**src/rtl/hazard_ctrl_if.sv**
```systemverilog
// Hazard controller bundle: ID/EX/MEM hazard sources in,
// pipeline enables, flush/bubble controls and stall counter out.
interface hazard_ctrl_if;
  logic [15:0] ID_Instr;
  logic        ID_usesRs;
  logic        ID_usesRt;
  logic        IE_memRead;
  logic [2:0]  IE_writereg;
  logic        IE_branchTaken;
  logic        IF_memStall;
  logic        M_memStall;
  logic        stall_cnt_clr;
  logic        PC_write;
  logic        IFID_write;
  logic        IFID_flush;
  logic        IDIE_bubble;
  logic        pipe_hold;
  logic        squashing;
  logic [15:0] stall_cnt;

  modport master (
    output ID_Instr, ID_usesRs, ID_usesRt,
    output IE_memRead, IE_writereg,
    output IE_branchTaken, IF_memStall,
    output M_memStall, stall_cnt_clr,
    input  PC_write, IFID_write, IFID_flush,
    input  IDIE_bubble, pipe_hold,
    input  squashing, stall_cnt
  );

  modport slave (
    input  ID_Instr, ID_usesRs, ID_usesRt,
    input  IE_memRead, IE_writereg,
    input  IE_branchTaken, IF_memStall,
    input  M_memStall, stall_cnt_clr,
    output PC_write, IFID_write, IFID_flush,
    output IDIE_bubble, pipe_hold,
    output squashing, stall_cnt
  );
endinterface

```
**src/rtl/hazard_ctrl.sv**
```systemverilog
// Load-use, cache-miss and branch hazard control for the
// five-stage core, with stale-fetch squash FSM and stall counter.
module hazard_ctrl (
  input  logic         clk,
  input  logic         rst,
  hazard_ctrl_if.slave hz
);

  typedef enum logic {RUN, SQUASH} state_t;

  state_t      state;
  state_t      state_nxt;
  logic        ld_use;
  logic        rs_hit;
  logic        rt_hit;
  logic        pc_w;
  logic        ifid_w;
  logic        ifid_fl;
  logic        bubble;
  logic        hold;
  logic [15:0] cnt;

  assign rs_hit = hz.ID_usesRs &
                  (hz.IE_writereg == hz.ID_Instr[10:8]);
  assign rt_hit = hz.ID_usesRt &
                  (hz.IE_writereg == hz.ID_Instr[7:5]);
  assign ld_use = hz.IE_memRead & (rs_hit | rt_hit);

  // Priority chain: reset, data hold, branch, squash,
  // load-use, fetch stall, then free-running.
  always_comb begin
    pc_w      = 1'b1;
    ifid_w    = 1'b1;
    ifid_fl   = 1'b0;
    bubble    = 1'b0;
    hold      = 1'b0;
    state_nxt = state;
    if (rst) begin
      pc_w      = 1'b0;
      ifid_w    = 1'b0;
      ifid_fl   = 1'b1;
      bubble    = 1'b1;
      state_nxt = RUN;
    end else if (hz.M_memStall) begin
      hold   = 1'b1;
      pc_w   = 1'b0;
      ifid_w = 1'b0;
    end else if (hz.IE_branchTaken) begin
      ifid_fl = 1'b1;
      bubble  = 1'b1;
      if (hz.IF_memStall)
        state_nxt = SQUASH;
    end else if (state == SQUASH) begin
      pc_w    = 1'b0;
      ifid_fl = 1'b1;
      bubble  = ld_use;
      if (!hz.IF_memStall)
        state_nxt = RUN;
    end else if (ld_use) begin
      pc_w   = 1'b0;
      ifid_w = 1'b0;
      bubble = 1'b1;
    end else if (hz.IF_memStall) begin
      pc_w    = 1'b0;
      ifid_fl = 1'b1;
    end
  end

  always_ff @(posedge clk) begin
    if (rst) begin
      state <= RUN;
      cnt   <= '0;
    end else begin
      state <= state_nxt;
      if (hz.stall_cnt_clr)
        cnt <= '0;
      else if (!pc_w && cnt != 16'hFFFF)
        cnt <= cnt + 16'd1;
    end
  end

  assign hz.PC_write    = pc_w;
  assign hz.IFID_write  = ifid_w;
  assign hz.IFID_flush  = ifid_fl;
  assign hz.IDIE_bubble = bubble;
  assign hz.pipe_hold   = hold;
  assign hz.squashing   = (state == SQUASH) & ~rst;
  assign hz.stall_cnt   = cnt;

endmodule
```
**src/flat_wrapper.sv**
```systemverilog
// flat-port wrapper written by rule: the top's interface ports become plain ports
module hazard_ctrl_flat 
  (clk, rst, hz_ID_Instr, hz_ID_usesRs, hz_ID_usesRt, hz_IE_memRead, hz_IE_writereg, hz_IE_branchTaken, hz_IF_memStall, hz_M_memStall, hz_stall_cnt_clr, hz_PC_write, hz_IFID_write, hz_IFID_flush, hz_IDIE_bubble, hz_pipe_hold, hz_squashing, hz_stall_cnt);
  hazard_ctrl_if hz_i ();
  input  logic clk;
  input  logic rst;
  input wire logic [$bits(hz_i.ID_Instr)-1:0] hz_ID_Instr;
  input wire logic [$bits(hz_i.ID_usesRs)-1:0] hz_ID_usesRs;
  input wire logic [$bits(hz_i.ID_usesRt)-1:0] hz_ID_usesRt;
  input wire logic [$bits(hz_i.IE_memRead)-1:0] hz_IE_memRead;
  input wire logic [$bits(hz_i.IE_writereg)-1:0] hz_IE_writereg;
  input wire logic [$bits(hz_i.IE_branchTaken)-1:0] hz_IE_branchTaken;
  input wire logic [$bits(hz_i.IF_memStall)-1:0] hz_IF_memStall;
  input wire logic [$bits(hz_i.M_memStall)-1:0] hz_M_memStall;
  input wire logic [$bits(hz_i.stall_cnt_clr)-1:0] hz_stall_cnt_clr;
  output wire logic [$bits(hz_i.PC_write)-1:0] hz_PC_write;
  output wire logic [$bits(hz_i.IFID_write)-1:0] hz_IFID_write;
  output wire logic [$bits(hz_i.IFID_flush)-1:0] hz_IFID_flush;
  output wire logic [$bits(hz_i.IDIE_bubble)-1:0] hz_IDIE_bubble;
  output wire logic [$bits(hz_i.pipe_hold)-1:0] hz_pipe_hold;
  output wire logic [$bits(hz_i.squashing)-1:0] hz_squashing;
  output wire logic [$bits(hz_i.stall_cnt)-1:0] hz_stall_cnt;
  assign hz_i.ID_Instr = hz_ID_Instr;
  assign hz_i.ID_usesRs = hz_ID_usesRs;
  assign hz_i.ID_usesRt = hz_ID_usesRt;
  assign hz_i.IE_memRead = hz_IE_memRead;
  assign hz_i.IE_writereg = hz_IE_writereg;
  assign hz_i.IE_branchTaken = hz_IE_branchTaken;
  assign hz_i.IF_memStall = hz_IF_memStall;
  assign hz_i.M_memStall = hz_M_memStall;
  assign hz_i.stall_cnt_clr = hz_stall_cnt_clr;
  assign hz_PC_write = hz_i.PC_write;
  assign hz_IFID_write = hz_i.IFID_write;
  assign hz_IFID_flush = hz_i.IFID_flush;
  assign hz_IDIE_bubble = hz_i.IDIE_bubble;
  assign hz_pipe_hold = hz_i.pipe_hold;
  assign hz_squashing = hz_i.squashing;
  assign hz_stall_cnt = hz_i.stall_cnt;
  hazard_ctrl u_core (.clk(clk), .rst(rst), .hz(hz_i));
endmodule
```
**config.mk**
```make
export PLATFORM = sky130hd
export DESIGN_NAME = hazard_ctrl_flat
export DESIGN_NICKNAME = d
export VERILOG_FILES = /design/src/rtl/hazard_ctrl_if.sv /design/src/rtl/hazard_ctrl.sv /design/src/flat_wrapper.sv
export SDC_FILE = /design/constraint.sdc
export NUM_CORES = 1
export LEC_CHECK = 0
export ABC_CLOCK_PERIOD_IN_PS = 2300
export CORE_ASPECT_RATIO = 1.75
export CORE_UTILIZATION = 35
export CTS_CLUSTER_DIAMETER = 40
export DETAILED_ROUTE_END_ITERATION = 10
export PLACE_DENSITY_LB_ADDON = 0.3
export SKIP_LAST_GASP = 1
export SLEW_MARGIN = 30
export SYNTH_ARGS = -nofsm -noshare
export SYNTH_HDL_FRONTEND = slang
export SYNTH_SLANG_ARGS = --single-unit
```
**constraint.sdc**
```tcl
create_clock -name clk -period 2.3 [get_ports clk]
set_input_delay 0.46 -clock clk [delete_from_list [all_inputs] [get_ports clk]]
set_output_delay 0.46 -clock clk [all_outputs]
set_load 0.03 [all_outputs]
```
==> summary.txt, run 1 <==
Worst setup path
  • CP Capture Type: output pin
  • Worst path slowest cell: clkdlybuf4s50_1
  • Cell count along the critical path: 6
  • Critical-path cell list: clkdlybuf4s50_1, nand4_1, buf_4, a21oi_1, nor2_1, buf_2
  • Bufs and invs on worst path: 3
  • Reg2reg setup slack: approximately 0.38 ns
  • Kind of critical path: primary input to output pin
  • CP max FO: 2
  • Slowest stage delay, CP: roughly 0.45 ns
  • CP Data Arrival Time: around 1.7 ns
  • Nature of the critical path startpoint: primary input
  • Critical Path RT: 1.84 ns
  • Cell family with most CP delay: buffers and inverters
  • R2R cell count: 7

Layout
  • Final Non-Filler Cells: 197
  • Register area: roughly 340 um^2
  • Fill cell count: ~250
  • Fraction of layout instances using a drive strength above 1: 0.182
  • Antenna diode count: 0
  • Layout Nets: 200
  • Area growth syn-to-layout: 55.7%
  • Area of the multi-input gates: ~640 um^2
  • Final Core Density: 0.571

Synth
  • Ranking of synthesized cells by area: dfxtp_1 35%, xnor2_1 8.0%, xor2_1 5.3%, nor2_1 4.6%, o211ai_1 4.6%
  • Post-synthesis register bit count: 17
  • Top_reg_cell synth: dfxtp_1
  • Most common cell in the synthesized netlist: dfxtp_1
  • Leading area contributor after synthesis: dfxtp_1
  • Multiplexer share of the synthesized area: 0.0203
  • Cells after synthesis: between 100 and 150
  • Sequential area share after synthesis: 0.345
  • Avg Inst Size Synth: ~8.5 um^2
  • Post-synthesis xor/xnor area fraction: 0.133
  • Cell variety after synth: 34
  • Share of the synthesized area in the top cell type: 0.345
  • Synth warn: 0
  • Syn_nets: between 100 and 150
  • Adder-Cell Fraction of Synth Area: 0.0127
  • Largest family of logic cells by synthesized area: simple AND/OR/NAND/NOR gates
  • Mapped Area: roughly 990 um^2
  • Post-synthesis simple-gate area fraction: 0.279
  • Ys async rst share: 0
  • Compound-Gate Fraction of Synth Area: 0.193
  • Post-synth EDFFs: 0
  • Synth top cells by count: 17 x dfxtp_1, 12 x nor2_1, 9 x xnor2_1

Drt
  • # DRC: 0
  • Via count: around 1100
  • Drt pass-1 iters: 2
  • DR vias/cell: approximately 5.4
  • DR WL/cell: ~13 um
  • Final wirelength: between 2000 and 2500 um
  • DR iter-0 viols: 3
  • Routed Antenna Nets: 0

Global route
  • Gr ovfl total: 0
  • Largest net degree at the start of global routing: 13
  • GRT Resource Usage Total: 0.173
  • Initial antenna violation count: 0
  • Global-route wire length before repair: 4050 um
  • Vias in the first global route: slightly above 1000

STA
  • RSZ-0062 raised after global routing: no
  • Setup WS post-layout: between 0.15 and 0.2 ns
  • Relative slew margins: 0.772
  • Setup TNS Final: 0 ns
  • # setup viols final: 0
  • Slew Viols, Final: 0
  • Final worst path period share: 0.921
  • Clock Skew: roughly 0.0015 ns
  • Fmax: 472 MHz
  • Clock period minus worst slack: between 2 and 2.5 ns
  • Worst-Margin Slew: around 0.34 ns
  • Fin Hold WS: between 0.5 and 0.6 ns
  • Final hold viol count: 0

CTS
  • Clk buf depth: 2
  • CTS Sinks: 17
  • Number of CTS-inserted buffers: 3
  • Worst-skew pair later-pin latency: 0.25 ns
  • H-tree depth: 1
  • Reg clk slew, reported paths: around 0.060 ns
  • CTS tree: yes
  • Root buf cell: clkbuf_8
  • CTS Hold Bufs: 0

Hold path
  • WHS Path Cells: 2
  • HP Class: flip-flop to flip-flop

Die
  • Chip Width: 42.1 um
  • Core area: ~0.0027 mm^2
  • Ports: 50
  • Initial Utilization: 0.367
  • Die area: roughly 0.0030 mm^2
  • FP Rows: 25
  • Die height: approximately 72 um

Placed design
  • Placement Setup Slack: -0.495 ns
  • Dpl cells: about 190
  • Global placement routability congestion: approximately 0.79
  • DP HPWL: 1930 um
  • Input/output buffers: 39

Pwr
  • Max VDD drop: ~0.23 mV
  • Power per Cell Area: 418 mW/mm^2
  • LEAKAGE: between 0.6 and 0.7 nW

Run status
  • Outcome: complete, no violations

Flow run
  • Max Cap Viol: 0
-- state kept, by name, summed over array words and instances, names as in the netlist --
register	flops
u_core.hz.stall_cnt	16
u_core.state	1
-- area by class of cell --
type	count	share of cell area
multi-input combinational	96	0.415
clock buffer	4	0.0293
timing repair buffer	53	0.312
sequential	17	0.222
tap	27	0.0220
-- cell families after synthesis --
family,after synthesis
buffers and inverters,3
AO/OA/AOI/OAI,29
flip-flops,17
AND/OR/NAND/NOR,49
XOR/XNOR,15
multiplexers,2
adder cells (fa/ha/maj),1
-- per-layer routing --
layer,track usage,up-vias,routed length [um]
li1,-,529,-
met1,0.160,505,884
met2,0.345,34,1450
met3,0.0274,4,94
met4,0.0938,0,52
met5,0,-,0
-- layout by cell type (no fill, tap or decap), drive strengths merged, types with 3 or more instances in the layout --
| cell type | Yosys | layout |
|---|---|---|
| o21ai | 9 | 9 |
| nand2 | 6 | 6 |
| xor2 | 6 | 6 |
| nor2 | 12 | 12 |
| buf | 2 | 20 |
| dlymetal6s2s | 0 | 4 |
| o211ai | 6 | 6 |
| and3 | 6 | 6 |
| clkdlybuf4s50 | 0 | 24 |
| nor2b | 3 | 3 |
| clkbuf | 1 | 4 |
| xnor2 | 9 | 9 |
| nand4 | 4 | 4 |
| dfxtp | 17 | 17 |
| a21oi | 7 | 7 |
| and2 | 5 | 5 |
| or3 | 5 | 5 |
| dlygate4sd2 | 0 | 5 |
-- worst min-delay path, cell delays in order (launching register included) --
cell,delay (ns)
dfxtp_1,0.34
o21ai_0,0.08
a21oi_1,0.06
-- where the power goes --
part	switching, mW	total, mW	internal, mW
Sequential	0.00377	0.301	0.297
Clock	0.102	0.225	0.123
Combinational	0.0550	0.116	0.0605
Total	0.161	0.642	0.481
-- worst paths after layout --
path / startpoint / endpoint
min reg2reg: u_core.hz.stall_cnt[9] / u_core.hz.stall_cnt[9]
min: u_core.hz.stall_cnt[9] / u_core.hz.stall_cnt[9]
max reg2reg: u_core.hz.stall_cnt[0] / u_core.hz.stall_cnt[11]
max: hz_ID_usesRt / hz_PC_write
-- timing repair --
action | CTS | global route
buffers inserted | 0 | 2
setup endpoints to repair | 3 | 5
resized for setup | 23 | 4
pin swaps | 3 | 9
-- through the flow --
step           area (um^2)  power, mW
2_1_floorplan          986      0.360
3_3_place_gp          1480      0.425
3_5_place_dp          1480      0.427
4_1_cts               1510      0.644
5_1_grt               1540      0.662
6_report              1540      0.642
No activity file was read; power rests on OpenSTA's default activity.
==> run 2, diff against run 1 <==
- PLACE_DENSITY: unset -> 0.72
- PLACE_DENSITY_LB_ADDON: 0.3 -> unset
==> summary.txt, run 2 (same netlist as run 1, synthesis figures left out) <==
Pwr
  • Final total power: 0.640 mW (-0.32%)
  • Power per Cell Area: 419 mW/mm^2 (+0.17%)
  • Sequential power share: 0.471 (+0.002)
  • Sw Pwr: 0.160 mW (-0.58%)
  • Comb power frac: 0.179 (about the same)
  • Internal power: 0.480 mW (-0.23%)
  • Clock share of power: 0.350 (about the same)
  • Sw Share: 0.250 (-0.000660)
  • LEAKAGE: 0.639 nW (+2.9%)
  • Max VDD drop: 0.218 mV (-4.7%)

CTS
  • Reg clk slew, reported paths: 0.06 ns (about the same)
  • CTS Hold Bufs: 0 (unchanged)
  • Number of CTS-inserted buffers: 3 (unchanged)
  • CTS Sinks: 17 (unchanged)
  • Post-CTS setup buffer count: 0 (unchanged)
  • Worst-skew pair later-pin latency: 0.25 ns (about the same)
  • Clk buf depth: 2 (unchanged)
  • Root buf cell: clkbuf_8
  • H-tree depth: 1 (unchanged)
  • CTS tree: yes

Worst setup path
  • CP Capture Type: output pin
  • Critical Path RT: 1.84 ns (about the same)
  • Bufs and invs on worst path: 2 (-1)
  • Kind of critical path: primary input to output pin
  • Cell family with most CP delay: buffers and inverters
  • Nature of the critical path startpoint: primary input
  • CP max FO: 2 (unchanged)
  • Critical-path cell list: clkdlybuf4s50_1, nand4_1, nand2_1, nand2_2, a211oi_2, o21bai_1, buf_4
  • CP Data Arrival Time: 1.64 ns (-0.02 ns)
  • Worst path slowest cell: clkdlybuf4s50_1
  • Slowest stage delay, CP: 0.46 ns (about the same)

Die
  • Core area: 0.00269 mm^2 (unchanged)
  • FP Rows: 25 (unchanged)
  • Die area: 0.00304 mm^2 (unchanged)
  • Chip Width: 42.1 um (unchanged)
  • Die height: 72.2 um (unchanged)
  • Initial Utilization: 0.367 (unchanged)
  • Ports: 50 (unchanged)

STA
  • RSZ-0062 raised after global routing: no
  • Setup TNS Final: 0 ns (unchanged)
  • Final hold viol count: 0 (unchanged)
  • Relative slew margins: 0.759 (-0.0132)
  • Worst-Margin Slew: 0.358 ns (+0.0196 ns)
  • Clock period minus worst slack: 2.10 ns (-0.0135 ns)
  • Slew Viols, Final: 0 (unchanged)
  • Final worst path period share: 0.915 (-0.00588)
  • # setup viols final: 0 (unchanged)
  • Fmax: 475 MHz (+0.64%)
  • Clock Skew: 0.00110 ns (-0.000428 ns)

Placed design
  • Input/output buffers: 39 (unchanged)
  • Global placement routability congestion: 0.733 (-7.3%)
  • Dpl cells: 189 (-1.0%)
  • DP HPWL: 1970 um (+1.7%)

Layout
  • Antenna diode count: 0 (unchanged)
  • Final Non-Filler Cells: 193 (-2.0%)
  • Most frequent cells in the layout: 24 x clkdlybuf4s50_1, 17 x dfxtp_1, 14 x buf_4
  • Most common cell after layout, fill and taps aside: clkdlybuf4s50_1
  • Layout Nets: 196 (-2.0%)
  • Fill cell count: 256 (+0.79%)
  • Area growth syn-to-layout: 54.9%
  • Max reg flops: 16 (unchanged)
  • Fraction of layout instances using a drive strength above 1: 0.169 (-0.0137)

Global route
  • GRT met3 Usage: 0.0124 (-0.0149)
  • Initial antenna violation count: 0 (unchanged)
  • Grt met2 use: 0.361 (+0.0156)
  • Largest net degree at the start of global routing: 13 (unchanged)
  • GR peak layer: met2
  • GRT Resource Usage Total: 0.173 (-0.000508)
  • Routing usage on met1: 0.164 (+0.00309)
  • Global-route wire length before repair: 4130 um (+2.0%)
  • Gr ovfl total: 0 (unchanged)
  • Vias in the first global route: 997 (-2.0%)

Drt
  • Routed Antenna Nets: 0 (unchanged)
  • Drt pass-1 iters: 9 (+7)
  • Via count: 1041 (-2.9%)
  • DR vias/cell: 5.39 (-0.88%)
  • DR iter-0 viols: 19 (+16)
  • Final wirelength: 2540 um (+2.2%)
  • DR WL/cell: 13.1 um (+4.3%)
  • # DRC: 1 (+1)

Run status
  • Outcome: complete, but fails checks
  • Failing checks: design-rule violations

Flow run
  • Max Cap Viol: 0 (unchanged)

Hold path
  • HP Class: flip-flop to flip-flop
==> run 2: repair_timing <==
action                                 in CTS  in global routing
setup endpoints to repair                   3                  4
gates resized for setup                    16                 13
endpoints found under the hold margin       0                  0
pin swaps                                   0                  8
==> run 2: through the flow <==
stage	area (um^2)	setup slack (ns)	hold slack, ns	utilization
after floorplan	986	0.419	0.492	-
after global placement	1460	-0.459	0.489	0.543
after detailed placement	1460	-0.494	0.509	0.543
after CTS	1500	-0.0869	0.517	0.556
after global routing	1530	0.126	0.539	0.568
final	1530	0.195	0.514	0.568
==> run 2: final timing paths <==
| check | start | end | slack, ns | depth (start not counted) |
|---|---|---|---|---|
| setup / recovery | hz_ID_usesRs | hz_IFID_flush | 0.20 | 7 |
| hold / removal | u_core.hz.stall_cnt[11] | u_core.hz.stall_cnt[11] | 0.51 | 2 |
| setup reg to reg | u_core.hz.stall_cnt[0] | u_core.hz.stall_cnt[9] | 0.36 | 7 |
| hold reg to reg | u_core.hz.stall_cnt[11] | u_core.hz.stall_cnt[11] | 0.51 | 2 |
==> run 2: area by class of cell <==
cell class	count	area, um^2	share of cell area
Multi-Input combinational cell	96	641	0.419
Timing Repair Buffer	49	468	0.306
Clock buffer	4	45.0	0.0295
Tap cell	27	33.8	0.0221
Sequential cell	17	340	0.223
==> run 2: power groups by stage <==
stage	registers (mW)	clock network [mW]	logic, mW
2_1_floorplan	0.311	0	0.0491
4_1_cts	0.301	0.225	0.115
5_1_grt	0.302	0.236	0.123
3_5_place_dp	0.308	0	0.118
3_3_place_gp	0.308	0	0.115
6_report	0.301	0.224	0.115
==> run 2: per-layer routing <==
layer	part of all wire	up-vias
li1	-	518
met4	0.020	0
met1	0.36	486
met5	0	-
met3	0.035	5
met2	0.58	32
==> run 2: worst min-delay path, stage by stage, from the launching register on <==
cell     delay, ns
dfxtp_1       0.33
o21ai_0       0.08
a21oi_1       0.06
==> run 3, diff against run 2 <==
- CORE_UTILIZATION: 35 -> 39
- HOLD_SLACK_MARGIN: unset -> 0.06
- PLACE_DENSITY: 0.72 -> 0.79
==> summary.txt, run 3 (same netlist as run 1, synthesis figures left out) <==
CTS
  • Root buf cell: clkbuf_8
  • CTS Sinks: 17 (unchanged)
  • Clk buf depth: 2 (unchanged)
  • Worst-skew pair later-pin latency: 0.25 ns (about the same)
  • Post-CTS setup buffer count: 0 (unchanged)
  • H-tree depth: 1 (unchanged)
  • CTS tree: yes
  • Number of CTS-inserted buffers: 3 (unchanged)
  • CTS Hold Bufs: 0 (unchanged)
  • Reg clk slew, reported paths: 0.06 ns (about the same)

Pwr
  • Power per Cell Area: 417 mW/mm^2 (-0.38%)
  • Clock share of power: 0.348 (-0.002)
  • Final total power: 0.643 mW (+0.44%)
  • Max VDD drop: 0.252 mV (+16%)
  • Sw Share: 0.250 (about the same)
  • Sw Pwr: 0.161 mW (+0.44%)
  • Internal power: 0.482 mW (+0.44%)
  • Comb power frac: 0.183 (+0.004)
  • LEAKAGE: 0.649 nW (+1.6%)
  • Sequential power share: 0.469 (-0.002)

Worst setup path
  • Slowest stage delay, CP: 0.47 ns (about the same)
  • CP Capture Type: output pin
  • Cell family with most CP delay: buffers and inverters
  • Critical Path RT: 1.84 ns (about the same)
  • CP max FO: 2 (unchanged)
  • Critical-path cell list: clkdlybuf4s50_1, nand4_1, nand2_1, nand2_2, a211oi_2, o21bai_1, buf_4
  • Nature of the critical path startpoint: primary input
  • Worst path slowest cell: clkdlybuf4s50_1
  • CP Data Arrival Time: 1.68 ns (+0.04 ns)
  • Bufs and invs on worst path: 2 (unchanged)
  • Kind of critical path: primary input to output pin

Placed design
  • Global placement routability congestion: 0.849 (+16%)
  • Input/output buffers: 39 (unchanged)
  • DP HPWL: 1980 um (+0.71%)
  • Placement Setup Slack: -0.513 ns (-0.0189 ns)
  • Dpl cells: 189 (unchanged)

STA
  • Clock Skew: 0.00236 ns (+0.00126 ns)
  • Clock period minus worst slack: 2.14 ns (+0.0325 ns)
  • Slew Viols, Final: 0 (unchanged)
  • Setup WS post-layout: 0.163 ns (-0.0325 ns)
  • Relative slew margins: 0.766 (+0.00728)
  • Worst-Margin Slew: 0.347 ns (-0.0108 ns)
  • RSZ-0062 raised after global routing: no
  • Final hold viol count: 0 (unchanged)
  • Fmax: 468 MHz (-1.5%)
  • # setup viols final: 0 (unchanged)
  • Final worst path period share: 0.929 (+0.0141)

Global route
  • Gr ovfl total: 0 (unchanged)
  • Global-route wire length before repair: 4110 um (-0.51%)
  • Initial antenna violation count: 0 (unchanged)
  • Largest net degree at the start of global routing: 13 (unchanged)
  • Vias in the first global route: 1025 (+2.8%)
  • GRT Resource Usage Total: 0.219 (+0.0460)

Drt
  • DR iter-0 viols: 15 (-4)
  • Drt pass-1 iters: 3 (-6)
  • # DRC: 0 (-1)
  • M1 WL: 947 um (+2.4%)
  • Top Metal Used: met4
  • DR vias/cell: 5.32 (-1.4%)
  • Final wirelength: 2550 um (+0.39%)
  • DR WL/cell: 13.2 um (+0.39%)
  • Met2 routed WL: 1440 um (-2.0%)
  • Routed Antenna Nets: 0 (unchanged)
  • WL met3: 91 um (+3.4%)
  • Via count: 1026 (-1.4%)

Run status
  • Outcome: complete, no violations

Die
  • Core area: 0.00233 mm^2 (-13%)
  • FP Rows: 23 (-8.0%)
  • Die area: 0.00274 mm^2 (-9.9%)
  • Die height: 68.5 um (-5.1%)
  • Initial Utilization: 0.423 (+0.0565)
  • Ports: 50 (unchanged)
  • Chip Width: 40.0 um (-5.0%)

Hold path
  • HP Class: flip-flop to flip-flop

Layout
  • Antenna diode count: 0 (unchanged)
  • Max reg flops: 16 (unchanged)
  • Area growth syn-to-layout: 56.2%
  • Most common cell after layout, fill and taps aside: clkdlybuf4s50_1
  • Most frequent cells in the layout: 24 x clkdlybuf4s50_1, 17 x dfxtp_1, 16 x buf_4
  • Fraction of layout instances using a drive strength above 1: 0.179 (+0.00990)
  • Final Non-Filler Cells: 193 (unchanged)
  • Layout Nets: 198 (+1.0%)

Flow run
  • Max Cap Viol: 0 (unchanged)
[run 3: cell count changes in the layout (fill, tap and decap cells not counted)]
cell / delta
buf_4: +2
[run 3: metrics by stage]
| stage | TNS, ns | utilization | cell area (um^2) | hold slack [ns] |
|---|---|---|---|---|
| final | 0 | 0.661 | 1540 | 0.519 |
| after global routing | 0 | 0.661 | 1540 | 0.544 |
| after CTS | -0.103 | 0.647 | 1510 | 0.521 |
| after detailed placement | -2.32 | 0.632 | 1470 | 0.511 |
| after global placement | -1.75 | 0.632 | 1470 | 0.490 |
| after floorplan | 0 | - | 986 | 0.492 |
[run 3: per-layer routing]
metal	up-vias	track usage
met5	-	0
met2	35	0.417
met4	0	0.121
met1	462	0.201
met3	7	0.0321
li1	522	-
[run 3: final timing paths]
kind                                                 to               startpoint  cells after the start  slack, ns
worst max-delay path                      hz_IFID_flush             hz_ID_usesRt                      7       0.16
worst max register to register   u_core.hz.stall_cnt[9]   u_core.hz.stall_cnt[0]                      7       0.34
worst min-delay path            u_core.hz.stall_cnt[11]  u_core.hz.stall_cnt[11]                      2       0.52
worst min register to register  u_core.hz.stall_cnt[11]  u_core.hz.stall_cnt[11]                      2       0.52
[run 3: power by group through the flow]
stage / sequential (mW) / combinational (mW) / clock, mW
global placement: 0.308 / 0.117 / 0
global route: 0.302 / 0.127 / 0.236
CTS: 0.301 / 0.118 / 0.221
detailed placement: 0.308 / 0.120 / 0
floorplan: 0.311 / 0.0491 / 0
finish: 0.301 / 0.118 / 0.224
[run 3: cell type report]
| type | instances | area (um^2) |
|---|---|---|
| Timing Repair Buffer | 51 | 483 |
| Fill cell | 195 | 791 |
| Tap cell | 25 | 31.3 |
| Multi-Input combinational cell | 96 | 641 |
| Sequential cell | 17 | 340 |
| Clock buffer | 4 | 45.0 |
[run 3: worst reg2reg max path: stages, from the launching register on]
cell      delay [ns]
dfxtp_1         0.34
ha_1            0.23
and3_1          0.19
and3_1          0.23
nand3b_2        0.20
o211ai_1        0.20
or3_1           0.35
a21oi_1         0.15
[run 3: timing repair]
action,in CTS,in global routing
setup endpoints to repair,3,6
pin swaps,0,10
resized for setup,16,13
endpoints found under the hold margin,0,0
==> RTL edit: new RTL, settings of run 2 <==
Make the reset (`rst`) asynchronous in one clocked block.
--- a/src/rtl/hazard_ctrl.sv
+++ b/src/rtl/hazard_ctrl.sv
@@ -66,7 +66,7 @@
     end
   end
 
-  always_ff @(posedge clk) begin
+  always_ff @(posedge clk or posedge rst) begin
     if (rst) begin
       state <= RUN;
       cnt   <= '0;
Check against the original RTL: differs if rst is asserted again (counterexample within 4 cycles, from zero or initial values and one cycle with rst high); with rst held inactive, the same outputs for 10 cycles.
==> RTL edit against run 2 <==
Synthesized area grew 17%. Worst hold slack better by 75 ps. Routed wire length grew 26%. Total power up 12%. Worst setup slack worse by 97 ps. Non-clock buffer count increased by 8. Register-to-register slack worse by 140 ps. Fmax down 4.4%. Via count is 16% higher. Final area up 15%. Count of clock-buffer cells in the layout unchanged. Sequential cell count unchanged. Clock skew up 1.3 ps.
==> RTL edit: results (changes against run 2) <==
synth_fa_ha_area_share_pct: 1.08  # -0.18 points
yosysSeqAreaShare_pct: 36.9  # +2.4 points
routedWlPerCell_um: 14.0  # +6.8%
yosys_warnings: 0  # unchanged
hpwl_um: 2480  # +26%
r2r-end: "u_core.hz.stall_cnt[13]"
cts_buffers: 3  # unchanged
place_ws_ps: -623  # -129 ps
use_met3_pct: 3.49  # +2.2 points
synth_compound_area_share_pct: 18.0  # -1.3 points
use_met2_pct: 37.6  # +1.5 points
holdWs_ps: 589  # +74.8 ps
worst-r2r-setup-slack_ps: 220  # -140 ps
relSlewSlack_pct: 65.8  # -10 points
gp_congestion: 0.767  # +4.7%
viasPerCell: 5.31  # -1.6%
drtPass1Iterations: 4  # -5
synthFlopType: "dfrtp_1"
reg2reg_depth: 8  # +1
grt_pass1_wl_um: 5340  # +29%
grt_pass1_vias: 1264  # +27%
postSynthAreaPerCell_um2: 9.16  # +7.7%
drive_above_1_share_pct: 22.3  # +5.4 points
grtUsageTotal_pct: 20.1  # +2.8 points
synthXorXnorAreaFrac_pct: 6.72  # -6.6 points
status: "completed"
leakagePower_uw: 0.000743  # +16%
vdd_drop_max_v: 0.000308  # +42%
worstSetupStartpoint: "hz_ID_usesRt"
post-route-period-util_pct: 95.7  # +4.2 points
num_vias: 1205  # +16%
dpl_cell_area_um2: 1700  # +16%
worstHoldStart: "u_core.hz.stall_cnt[12]"
htree_levels: 1  # unchanged
synthArstFlopShare_pct: 100  # +100 points
nets: 214  # +9.2%
root_buffer: "clkbuf_8"
ys_top_cells_by_area: "dfrtp_1, o21ai_0, xnor2_1, a21oi_1, nand4_4"
synth_cell_type_count: 38  # +12%
grt_max_degree: 19  # +6
clock_skew_ps: 2.40  # +1.30 ps
drt_iter0_drc: 16  # -3
use_met1_pct: 19.7  # +3.3 points
dp_cells: 222  # +17%
path_max_fanout: 4  # +2
ys_top_cells_by_count: "dfrtp_1, o21ai_0, nor2_1"
RTL edit: power by group:
part | internal, uW | total, uW | leakage [uW] | switching [uW]
logic | 80.5 | 165 | 0.000486 | 84.9
clock network | 123 | 234 | 0.0000228 | 111
registers | 306 | 315 | 0.000235 | 9.18
total | 510 | 715 | 0.000743 | 205
RTL edit: metal layers:
layer	vias to the layer above	routed length, um
met3	5	162
met4	0	58
li1	574	-
met2	32	1820
met5	-	0
met1	594	1150
RTL edit: worst min-delay path, delay by kind of cell, from the launching register on:
family,cells,cell delay (ps)
DFF,1,410
AOI/OAI and AO/OA,2,140
RTL edit: layout make-up:
cell class                 instances  area, um2
inverter                           6       22.5
multi-input combinational        100        709
clock buffer                       4       45.0
tap                               43       53.8
sequential                        17        425
fill                             300       1390
timing repair buffer              57        499
RTL edit: repair_timing:
action	CTS	global route
resized for setup	30	3
endpoints found under the setup margin	9	5
pin swaps	10	1
setup buffers	0	1
